$ cat src/rtl/orv64_ptw_pkg.sv
`default_nettype none
// ============================================================================
// Module      : orv64_ptw_pkg
// Description : Types, constants and helpers shared by the Sv39 page-table
//               walker and its PTE decoder.
// Revision    : 1.0 - initial release
// ============================================================================
package orv64_ptw_pkg;

    localparam int ORV64_PTE_SIZE_LOG2 = 3;
    localparam int ORV64_PADDR_WIDTH   = 56;
    localparam int ORV64_PPN_WIDTH     = 44;

    typedef enum logic [1:0] {
        ORV64_ACCESS_FETCH = 2'd0,
        ORV64_ACCESS_LOAD  = 2'd1,
        ORV64_ACCESS_STORE = 2'd2,
        ORV64_ACCESS_AMO   = 2'd3
    } orv64_access_type_e;

    typedef enum logic [4:0] {
        ORV64_EXCP_CAUSE_INST_ACCESS_FAULT  = 5'd1,
        ORV64_EXCP_CAUSE_LOAD_ACCESS_FAULT  = 5'd5,
        ORV64_EXCP_CAUSE_STORE_ACCESS_FAULT = 5'd7,
        ORV64_EXCP_CAUSE_INST_PAGE_FAULT    = 5'd12,
        ORV64_EXCP_CAUSE_LOAD_PAGE_FAULT    = 5'd13,
        ORV64_EXCP_CAUSE_STORE_PAGE_FAULT   = 5'd15,
        ORV64_EXCP_CAUSE_NONE               = 5'd31
    } orv64_excp_cause_e;

    typedef struct packed {
        logic [3:0]                 mode;
        logic [15:0]                asid;
        logic [ORV64_PPN_WIDTH-1:0] ppn;
    } orv64_csr_satp_t;

    typedef struct packed {
        logic [9:0]                 reserved;
        logic [ORV64_PPN_WIDTH-1:0] ppn;
        logic [1:0]                 rsw;
        logic                       d;
        logic                       a;
        logic                       g;
        logic                       u;
        logic                       x;
        logic                       w;
        logic                       r;
        logic                       v;
    } orv64_pte_t;

    typedef struct packed {
        logic [26:0]        req_vpn;
        orv64_access_type_e req_access_type;
    } orv64_tlb_ptw_if_req_t;

    typedef struct packed {
        orv64_pte_t         resp_pte;
        logic [1:0]         resp_lvl;
        logic               resp_excp_valid;
        orv64_excp_cause_e  resp_excp_cause;
    } orv64_tlb_ptw_if_resp_t;

    typedef struct packed {
        logic [ORV64_PADDR_WIDTH-1:0] paddr;
    } orv64_ptw_mem_req_t;

    typedef logic [2:0] orv64_ptw_state_e;

    localparam orv64_ptw_state_e ST_IDLE     = 3'd0;
    localparam orv64_ptw_state_e ST_MEM_REQ  = 3'd1;
    localparam orv64_ptw_state_e ST_MEM_WAIT = 3'd2;
    localparam orv64_ptw_state_e ST_CHECK    = 3'd3;
    localparam orv64_ptw_state_e ST_RESP     = 3'd4;

    function automatic orv64_excp_cause_e orv64_fault_cause(
        input orv64_access_type_e access_type,
        input logic               is_access_fault
    );
        orv64_excp_cause_e cause;
        if (access_type == ORV64_ACCESS_FETCH)
            cause = is_access_fault ? ORV64_EXCP_CAUSE_INST_ACCESS_FAULT : ORV64_EXCP_CAUSE_INST_PAGE_FAULT;
        else if (access_type == ORV64_ACCESS_LOAD)
            cause = is_access_fault ? ORV64_EXCP_CAUSE_LOAD_ACCESS_FAULT : ORV64_EXCP_CAUSE_LOAD_PAGE_FAULT;
        else
            cause = is_access_fault ? ORV64_EXCP_CAUSE_STORE_ACCESS_FAULT : ORV64_EXCP_CAUSE_STORE_PAGE_FAULT;
        return cause;
    endfunction

endpackage
`default_nettype wire

$ cat src/rtl/orv64_pte_decode.sv
`default_nettype none
// ============================================================================
// Module      : orv64_pte_decode
// Description : Classifies one fetched PTE as leaf / pointer / structural fault.
// Revision    : 1.0 - initial release
// ============================================================================
module orv64_pte_decode
    import orv64_ptw_pkg::*;
(
    input  orv64_pte_t         pte,
    input  logic [1:0]         lvl,
    input  logic               mem_err,
    input  orv64_access_type_e access_type,
    output logic               is_leaf,
    output logic               excp_valid,
    output orv64_excp_cause_e  excp_cause
);

    logic w_misaligned;
    logic w_page_fault;
    logic w_unused;

    // A superpage leaf must have the PPN bits it spans cleared.
    always_comb begin
        w_misaligned = 1'b0;
        case (lvl)
            2'd1:    w_misaligned = |pte.ppn[8:0];
            2'd2:    w_misaligned = |pte.ppn[17:0];
            default: w_misaligned = 1'b0;
        endcase
    end

    assign is_leaf      = pte.r | pte.x;
    assign w_page_fault = ~pte.v | (~pte.r & pte.w) | (is_leaf & w_misaligned)
                        | (~is_leaf & (lvl == 2'd0));
    assign excp_valid   = mem_err | w_page_fault;

    always_comb begin
        excp_cause = ORV64_EXCP_CAUSE_NONE;
        if (mem_err)
            excp_cause = orv64_fault_cause(access_type, 1'b1);
        else if (w_page_fault)
            excp_cause = orv64_fault_cause(access_type, 1'b0);
    end

    assign w_unused = ^{pte.reserved, pte.rsw, pte.d, pte.a, pte.g, pte.u, pte.ppn[43:18]};

endmodule
`default_nettype wire

$ cat src/rtl/orv64_ptw.sv
`default_nettype none
// ============================================================================
// Module      : orv64_ptw
// Description : Sv39 hardware page-table walker, one outstanding walk.
// Revision    : 1.0 - initial release
// ============================================================================
module orv64_ptw
    import orv64_ptw_pkg::*;
#(
    parameter int unsigned PADDR_WIDTH = 56,
    parameter int unsigned MAX_LVL     = 2
) (
    input  logic                   clk,
    input  logic                   rst,
    input  orv64_csr_satp_t        satp,
    input  logic                   tlb2ptw_req_valid,
    input  orv64_tlb_ptw_if_req_t  tlb2ptw_req,
    output logic                   ptw2tlb_req_ready,
    output logic                   ptw2tlb_resp_valid,
    output orv64_tlb_ptw_if_resp_t ptw2tlb_resp,
    input  logic                   tlb2ptw_resp_ready,
    output logic                   ptw2mem_req_valid,
    output logic [PADDR_WIDTH-1:0] ptw2mem_req_paddr,
    input  logic                   mem2ptw_req_ready,
    input  logic                   mem2ptw_resp_valid,
    input  logic [63:0]            mem2ptw_resp_data,
    input  logic                   mem2ptw_resp_err,
    output logic                   ptw2mem_resp_ready
);

    orv64_ptw_state_e       r_state;
    logic [1:0]             r_lvl;
    logic [26:0]            r_vpn;
    orv64_access_type_e     r_access_type;
    logic [PADDR_WIDTH-1:0] r_paddr;
    orv64_pte_t             r_pte;
    logic                   r_mem_err;
    orv64_tlb_ptw_if_resp_t r_resp;

    logic                   w_is_leaf;
    logic                   w_excp_valid;
    orv64_excp_cause_e      w_excp_cause;
    logic                   w_unused_satp;

    function automatic logic [PADDR_WIDTH-1:0] pte_addr(
        input logic [ORV64_PPN_WIDTH-1:0] base,
        input logic [26:0]                vpn,
        input logic [1:0]                 lvl
    );
        logic [8:0]  idx;
        logic [63:0] sum;
        case (lvl)
            2'd2:    idx = vpn[26:18];
            2'd1:    idx = vpn[17:9];
            default: idx = vpn[8:0];
        endcase
        sum = {8'd0, base, 12'd0} + 64'({idx, {ORV64_PTE_SIZE_LOG2{1'b0}}});
        return sum[PADDR_WIDTH-1:0];
    endfunction

    orv64_pte_decode u_pte_decode (
        .pte         (r_pte),
        .lvl         (r_lvl),
        .mem_err     (r_mem_err),
        .access_type (r_access_type),
        .is_leaf     (w_is_leaf),
        .excp_valid  (w_excp_valid),
        .excp_cause  (w_excp_cause)
    );

    always_ff @(posedge clk or posedge rst) begin
        if (rst) begin
            r_state       <= ST_IDLE;
            r_lvl         <= '0;
            r_vpn         <= '0;
            r_access_type <= ORV64_ACCESS_FETCH;
            r_paddr       <= '0;
            r_pte         <= '0;
            r_mem_err     <= 1'b0;
            r_resp        <= '0;
        end else begin
            case (r_state)
                ST_IDLE: begin
                    // Root is sampled here only, so later satp writes cannot disturb the walk.
                    if (tlb2ptw_req_valid) begin
                        r_lvl         <= MAX_LVL[1:0];
                        r_vpn         <= tlb2ptw_req.req_vpn;
                        r_access_type <= tlb2ptw_req.req_access_type;
                        r_paddr       <= pte_addr(satp.ppn, tlb2ptw_req.req_vpn, MAX_LVL[1:0]);
                        r_state       <= ST_MEM_REQ;
                    end
                end
                ST_MEM_REQ: begin
                    if (mem2ptw_req_ready)
                        r_state <= ST_MEM_WAIT;
                end
                ST_MEM_WAIT: begin
                    if (mem2ptw_resp_valid) begin
                        r_pte     <= mem2ptw_resp_data;
                        r_mem_err <= mem2ptw_resp_err;
                        r_state   <= ST_CHECK;
                    end
                end
                ST_CHECK: begin
                    if (w_excp_valid || w_is_leaf) begin
                        r_resp.resp_pte        <= w_excp_valid ? '0 : r_pte;
                        r_resp.resp_lvl        <= r_lvl;
                        r_resp.resp_excp_valid <= w_excp_valid;
                        r_resp.resp_excp_cause <= w_excp_cause;
                        r_state                <= ST_RESP;
                    end else begin
                        r_lvl   <= r_lvl - 2'd1;
                        r_paddr <= pte_addr(r_pte.ppn, r_vpn, r_lvl - 2'd1);
                        r_state <= ST_MEM_REQ;
                    end
                end
                ST_RESP: begin
                    if (tlb2ptw_resp_ready)
                        r_state <= ST_IDLE;
                end
                default: r_state <= ST_IDLE;
            endcase
        end
    end

    assign ptw2tlb_req_ready  = (r_state == ST_IDLE);
    assign ptw2tlb_resp_valid = (r_state == ST_RESP);
    assign ptw2tlb_resp       = r_resp;
    assign ptw2mem_req_valid  = (r_state == ST_MEM_REQ);
    assign ptw2mem_req_paddr  = r_paddr;
    assign ptw2mem_resp_ready = (r_state == ST_MEM_WAIT);

    assign w_unused_satp = ^{satp.mode, satp.asid};

    a_resp_only_in_wait: assert property (@(posedge clk) disable iff (rst)
        mem2ptw_resp_valid |-> (r_state == ST_MEM_WAIT));

endmodule
`default_nettype wire
$ cat config.mk
export PLATFORM = sky130hd
export DESIGN_NAME = orv64_ptw
export DESIGN_NICKNAME = d
export VERILOG_FILES = /design/src/rtl/orv64_ptw_pkg.sv /design/src/rtl/orv64_pte_decode.sv /design/src/rtl/orv64_ptw.sv
export SDC_FILE = /design/constraint.sdc
export NUM_CORES = 1
export LEC_CHECK = 0
export ABC_CLOCK_PERIOD_IN_PS = 10500
export CORE_MARGIN = 2
export CORE_UTILIZATION = 46
export DETAILED_ROUTE_END_ITERATION = 8
export PLACE_DENSITY = 0.83
export SYNTH_ARGS = -nofsm -noshare
export SYNTH_HDL_FRONTEND = slang
export SYNTH_HIERARCHICAL = 1
export SYNTH_SLANG_ARGS = --single-unit
$ cat constraint.sdc
create_clock -name clk -period 10.5 [get_ports clk]
set_input_delay 2.1 -clock clk [delete_from_list [all_inputs] [get_ports clk]]
set_output_delay 2.1 -clock clk [all_outputs]
set_load 0.05 [all_outputs]
## Word-level counts from Yosys, hierarchy flattened

Index checks and enable logic that the tools add are counted.

- Register bits: 227

- Bitwise gates (word level): 11
- Add/sub/neg operators: 3
- Mux-type cells: 25
- Equal/unequal tests: 14
- Reduce and logical (&&, ||, !) cells: 12

Operator list:

| operator | number |
|---|---|
| adder 56 x 12 -> 56 bit | 2 |
| 2-to-1 mux 56 bit | 2 |
| case mux 56 bit (2 select lines) | 1 |
| 2-to-1 mux 64 bit | 1 |
| 2-to-1 mux 9 bit | 4 |
| 2-to-1 mux 5 bit | 4 |
| case mux 9 bit (2 select lines) | 1 |
| OR reduction 18 bit | 1 |
| 2-to-1 mux 3 bit | 5 |
| case mux 3 bit (5 select lines) | 1 |
| OR reduction 9 bit | 1 |
| 2-to-1 mux 2 bit | 4 |
| == test 2 x 1 -> 1 bit (second input constant) | 3 |
| == test 3 x 2 -> 1 bit (second input constant) | 2 |
| != test 2 bit (second input constant) | 3 |
| AND reduction 2 bit | 3 |
| OR 1 bit | 5 |
| == test 2 bit (second input constant) | 2 |
| logical NOT 2 bit | 2 |
| != test 2 x 1 -> 1 bit (second input constant) | 2 |
| case mux 2 bit (2 select lines) | 1 |
| AND reduction 4 bit | 1 |
| AND 1 bit | 3 |
| == test 3 x 1 -> 1 bit (second input constant) | 1 |
| 8 further kinds | 10 |

## Longest topological paths before layout

- Word-level depth: 12
- Gate-level depth with buffers: 11

## Modules after synthesis

Netlist, hierarchy kept.

By module, submodules not included:

| module | cells an instance | times used | area each (µm²) |
|---|---|---|---|
| orv64_ptw | 704 | 1 | 8,896.0 |
| orv64_pte_decode | 28 | 1 | 187.7 |

## Worst setup path after synthesis

OpenSTA, ideal clock, no wires.

- Path type: flip-flop to output port
- From: reg r_state[1]
- To: out ptw2mem_req_valid
- Data required time: 8,400 ps
- Cell stages (with the launch flop): 3
- Path slack: 6,688 ps
- Arrival: 1,712 ps
- Path through: dfrtp_1 buf_2 nor3b_1

- Word-level cells in the longest chain between the ends: 1

Ends and longest elaborated chain:

| element | RTL line | source |
|---|---|---|
| start, declared | orv64_ptw.sv:31 | `orv64_ptw_state_e r_state;` |
| start signal, assigned | orv64_ptw.sv:73 | `r_state <= ST_IDLE;` |
| start signal, assigned | orv64_ptw.sv:90 | `r_state <= ST_MEM_REQ;` |
| start signal, assigned | orv64_ptw.sv:95 | `r_state <= ST_MEM_WAIT;` |
| == test 3 x 1 -> 1 bit | orv64_ptw.sv:129 | `assign ptw2mem_req_valid = (r_state == ST_MEM_REQ);` |
| end, declared | orv64_ptw.sv:22 | `output logic ptw2mem_req_valid,` |

No other way between the ends.

## Worst setup path after layout

- From: reg r_state[0]
- To: out ptw2mem_resp_ready

- Word-level cells in the longest chain between the ends: 1

Ends and longest elaborated chain:

| element | RTL line | source |
|---|---|---|
| == test 3 x 2 -> 1 bit | orv64_ptw.sv:131 | `assign ptw2mem_resp_ready = (r_state == ST_MEM_WAIT);` |
| end, declared | orv64_ptw.sv:28 | `output logic ptw2mem_resp_ready` |

No other way between the ends.

==> metrics <==
outcome finished, final reports clean; share of cells above drive strength 1 16.15%; depth of the worst register-to-register path 9; crit path time final 4240 ps; Worst R2R Setup Slack 7140 ps; multiplexer share of the synthesized area 13.51%; Nets 1155; Core Box Area 19400 um2; routing usage on met3 6.291%; first-pass GRT wire length 37220 um; Distinct cells, synth 38; setup repair after global routing missed its margin false; Post-DRT Antenna Nets 0; via count 6825; critical path required time 8400 ps; maximum clock frequency 235.9 MHz; drt pass-1 iters 5; Gate Count Post-Synth 732; vias per std cell 5.382; root buffer cell clkbuf_16; clk slew on worst S/H paths 60 ps; # diodes 0; Reg2Reg Launch Point r_lvl[1]; Compound-Gate Fraction of Synth Area 11.75%; GRT met2 Usage 37.79%; Final Hold Viols 0; routed wire length 24040 um; Power Internal 2.445 mW; Reg area 5605 um2; crit path to ptw2mem_resp_ready; final core occ 65.65%; peak supply drop 0.2628 mV; Chip Width 144.5 um; switch share 40.75%; Ys Warns 6; GRT Total Usage 22.78%; largest family of logic cells by synthesized area multiplexers; worst-margin pin slew 1010 ps; Post-Synth XOR/XNOR Area 0%; DRC 0; Clock Skews 8.043 ps; simple-gate share of the synthesized area 8.650%; hold bufs inserted after CTS 0; most frequent cells in the layout clkdlybuf4s50_1 (272), dfrtp_1 (224), mux2_2 (109); number of global-route vias before repair 7040; combinational fraction of design power 43.9%; grt ovf 0; H-Tree Depth 1; final setup vio count 0; final setup margin 6260 ps; Psw 1.681 mW; Worst Hold Slack 485.5 ps; Slew Limit Fails 0; GPL Wtd Cong 0.7739; pwr dens 323.9 nW/um2; I/O Pins 296; Period Utilization, post-route 40.38%; dpl ws 6342 ps; Reg power frac 35.6%; worst reg2reg path endpoint ptw2mem_req_paddr[6]; adder-cell share of the synthesized area 0.6887%; total power 4.126 mW; grt met1 use 29.05%; Rel. slew slack 32.69%; post-synthesis register bit count 224; PortBufs 272; Hold Path Stages 1; Lkg Pwr 5.401 nW; clk_lat worst skew 500 ps; Crit Path Class flip-flop to primary output; CTS Sinks 224; area grow syn2layout 40.21%; num rows 51; CTS resizes 0; hold path start r_pte[55]; Hold Path Class flip-flop to flip-flop; DR iter-0 viols 260; CTS tree yes; Worst Setup SP r_state[0]; clock buffer count from CTS 24; crit start category flip-flop; WL/cell 18.96 um; multi-input logic area 3182 um2; largest net degree at the start of global routing 79; commonest non-fill, non-tap cell in the layout clkdlybuf4s50_1; crit path DAT 2140 ps; Most Crowded Layer GR met2; Die Y 144.5 um; effective utilization at floorplan 46.83%; Clock Power Share 20.4%; Netlist Area Pre-Place 9084 um2; FILL cells 1446; Crit. End Element primary output; initial antenna violation count 0; hpwl dp 15450 um; Avg Inst Size Synth 12.41 um2; post-CTS setup buffers 0; clock buffer depth 3; max cap viols 0; Fin Setup TNS 0 ps; register area share after synthesis 61.71%; Die ar. 20890 um2; CP Max Fanout 11
==> state kept, by name, summed over array words and instances, names as in the netlist <==
register	count
ptw2tlb_resp	72
ptw2mem_req_paddr	53
r_access_type	2
r_pte	64
r_state	3
r_mem_err	1
r_vpn	27
r_lvl	2
==> kinds of logic after synthesis <==
family	Yosys count
muxes	109
AOI/OAI and AO/OA	143
DFF	224
buffers and inverters	62
adders and majority gates	5
other	1
and+or+nand+nor	188
==> layout make-up <==
cell class | count | area share (%)
multi-input cells | 448 | 24.98
inverters | 7 | 0.2653
well taps | 265 | 2.603
clock buffers | 37 | 5.580
flip-flops and latches | 224 | 44.01
clock inverters | 6 | 0.6484
repair buffers | 281 | 21.91
==> Yosys cell counts <==
library cell | count | area share (%)
a211oi_1 | 2 | 0.17
a21oi_1 | 5 | 0.28
a22o_1 | 64 | 6.2
a22oi_1 | 9 | 0.74
a31oi_1 | 55 | 3.8
and2_1 | 2 | 0.14
and3b_1 | 1 | 0.096
buf_1 | 2 | 0.083
buf_2 | 31 | 1.7
buf_4 | 6 | 0.50
buf_6 | 5 | 0.62
clkbuf_1 | 11 | 0.45
conb_1 | 1 | 0.041
dfrtp_1 | 224 | 62
ha_1 | 5 | 0.69
inv_1 | 7 | 0.29
mux2_2 | 109 | 14
nand2_1 | 99 | 4.1
nand2b_1 | 2 | 0.14
nand3_1 | 2 | 0.11
nand3b_1 | 2 | 0.17
nand4_1 | 1 | 0.069
nor2_1 | 63 | 2.6
nor2b_1 | 1 | 0.069
nor3_1 | 5 | 0.28
nor3b_1 | 2 | 0.17
nor4_1 | 1 | 0.069
nor4_2 | 1 | 0.14
o211ai_1 | 1 | 0.083
o21ai_0 | 3 | 0.17
o21ai_2 | 1 | 0.096
o221ai_1 | 1 | 0.096
o31ai_1 | 2 | 0.17
or2_2 | 1 | 0.069
or3_1 | 2 | 0.14
or3b_1 | 1 | 0.096
or3b_2 | 1 | 0.096
or4bb_1 | 1 | 0.12
==> worst min-delay path by stage <==
| stage | endpoint |
|---|---|
| after floorplan | ptw2tlb_resp[12] |
| after global placement | ptw2tlb_resp[70] |
| after detailed placement | ptw2tlb_resp[68] |
| after CTS | ptw2tlb_resp[16] |
| after global routing | ptw2tlb_resp[67] |
| final | ptw2tlb_resp[63] |
==> metrics by stage <==
step | instances | cell area [um2]
3_3_place_gp | 1225 | 11940
6_report | 1268 | 12740
5_1_grt | 1268 | 12740
2_1_floorplan | 734 | 9091
3_5_place_dp | 1225 | 11940
4_1_cts | 1268 | 12740
==> per-layer routing <==
metal	up-vias	wire [um]
li1	3109	-
met5	-	0
met3	47	1948
met2	280	11710
met4	0	563
met1	3389	9818
==> power groups by stage <==
stage	Clock, mW	Combinational (mW)	Sequential (mW)
2_1_floorplan	0	0.712	1.99
3_3_place_gp	0	1.79	1.46
3_5_place_dp	0	1.82	1.48
4_1_cts	0.863	1.83	1.47
5_1_grt	0.901	1.93	1.52
6_report	0.842	1.81	1.47
==> worst max-delay path: stages (launching register included) <==
cell and delay, ps:
dfrtp_1 470, nand2b_1 200, nor2_1 140, clkdlybuf4s50_1 830
Power figures use the tool's default switching activity.
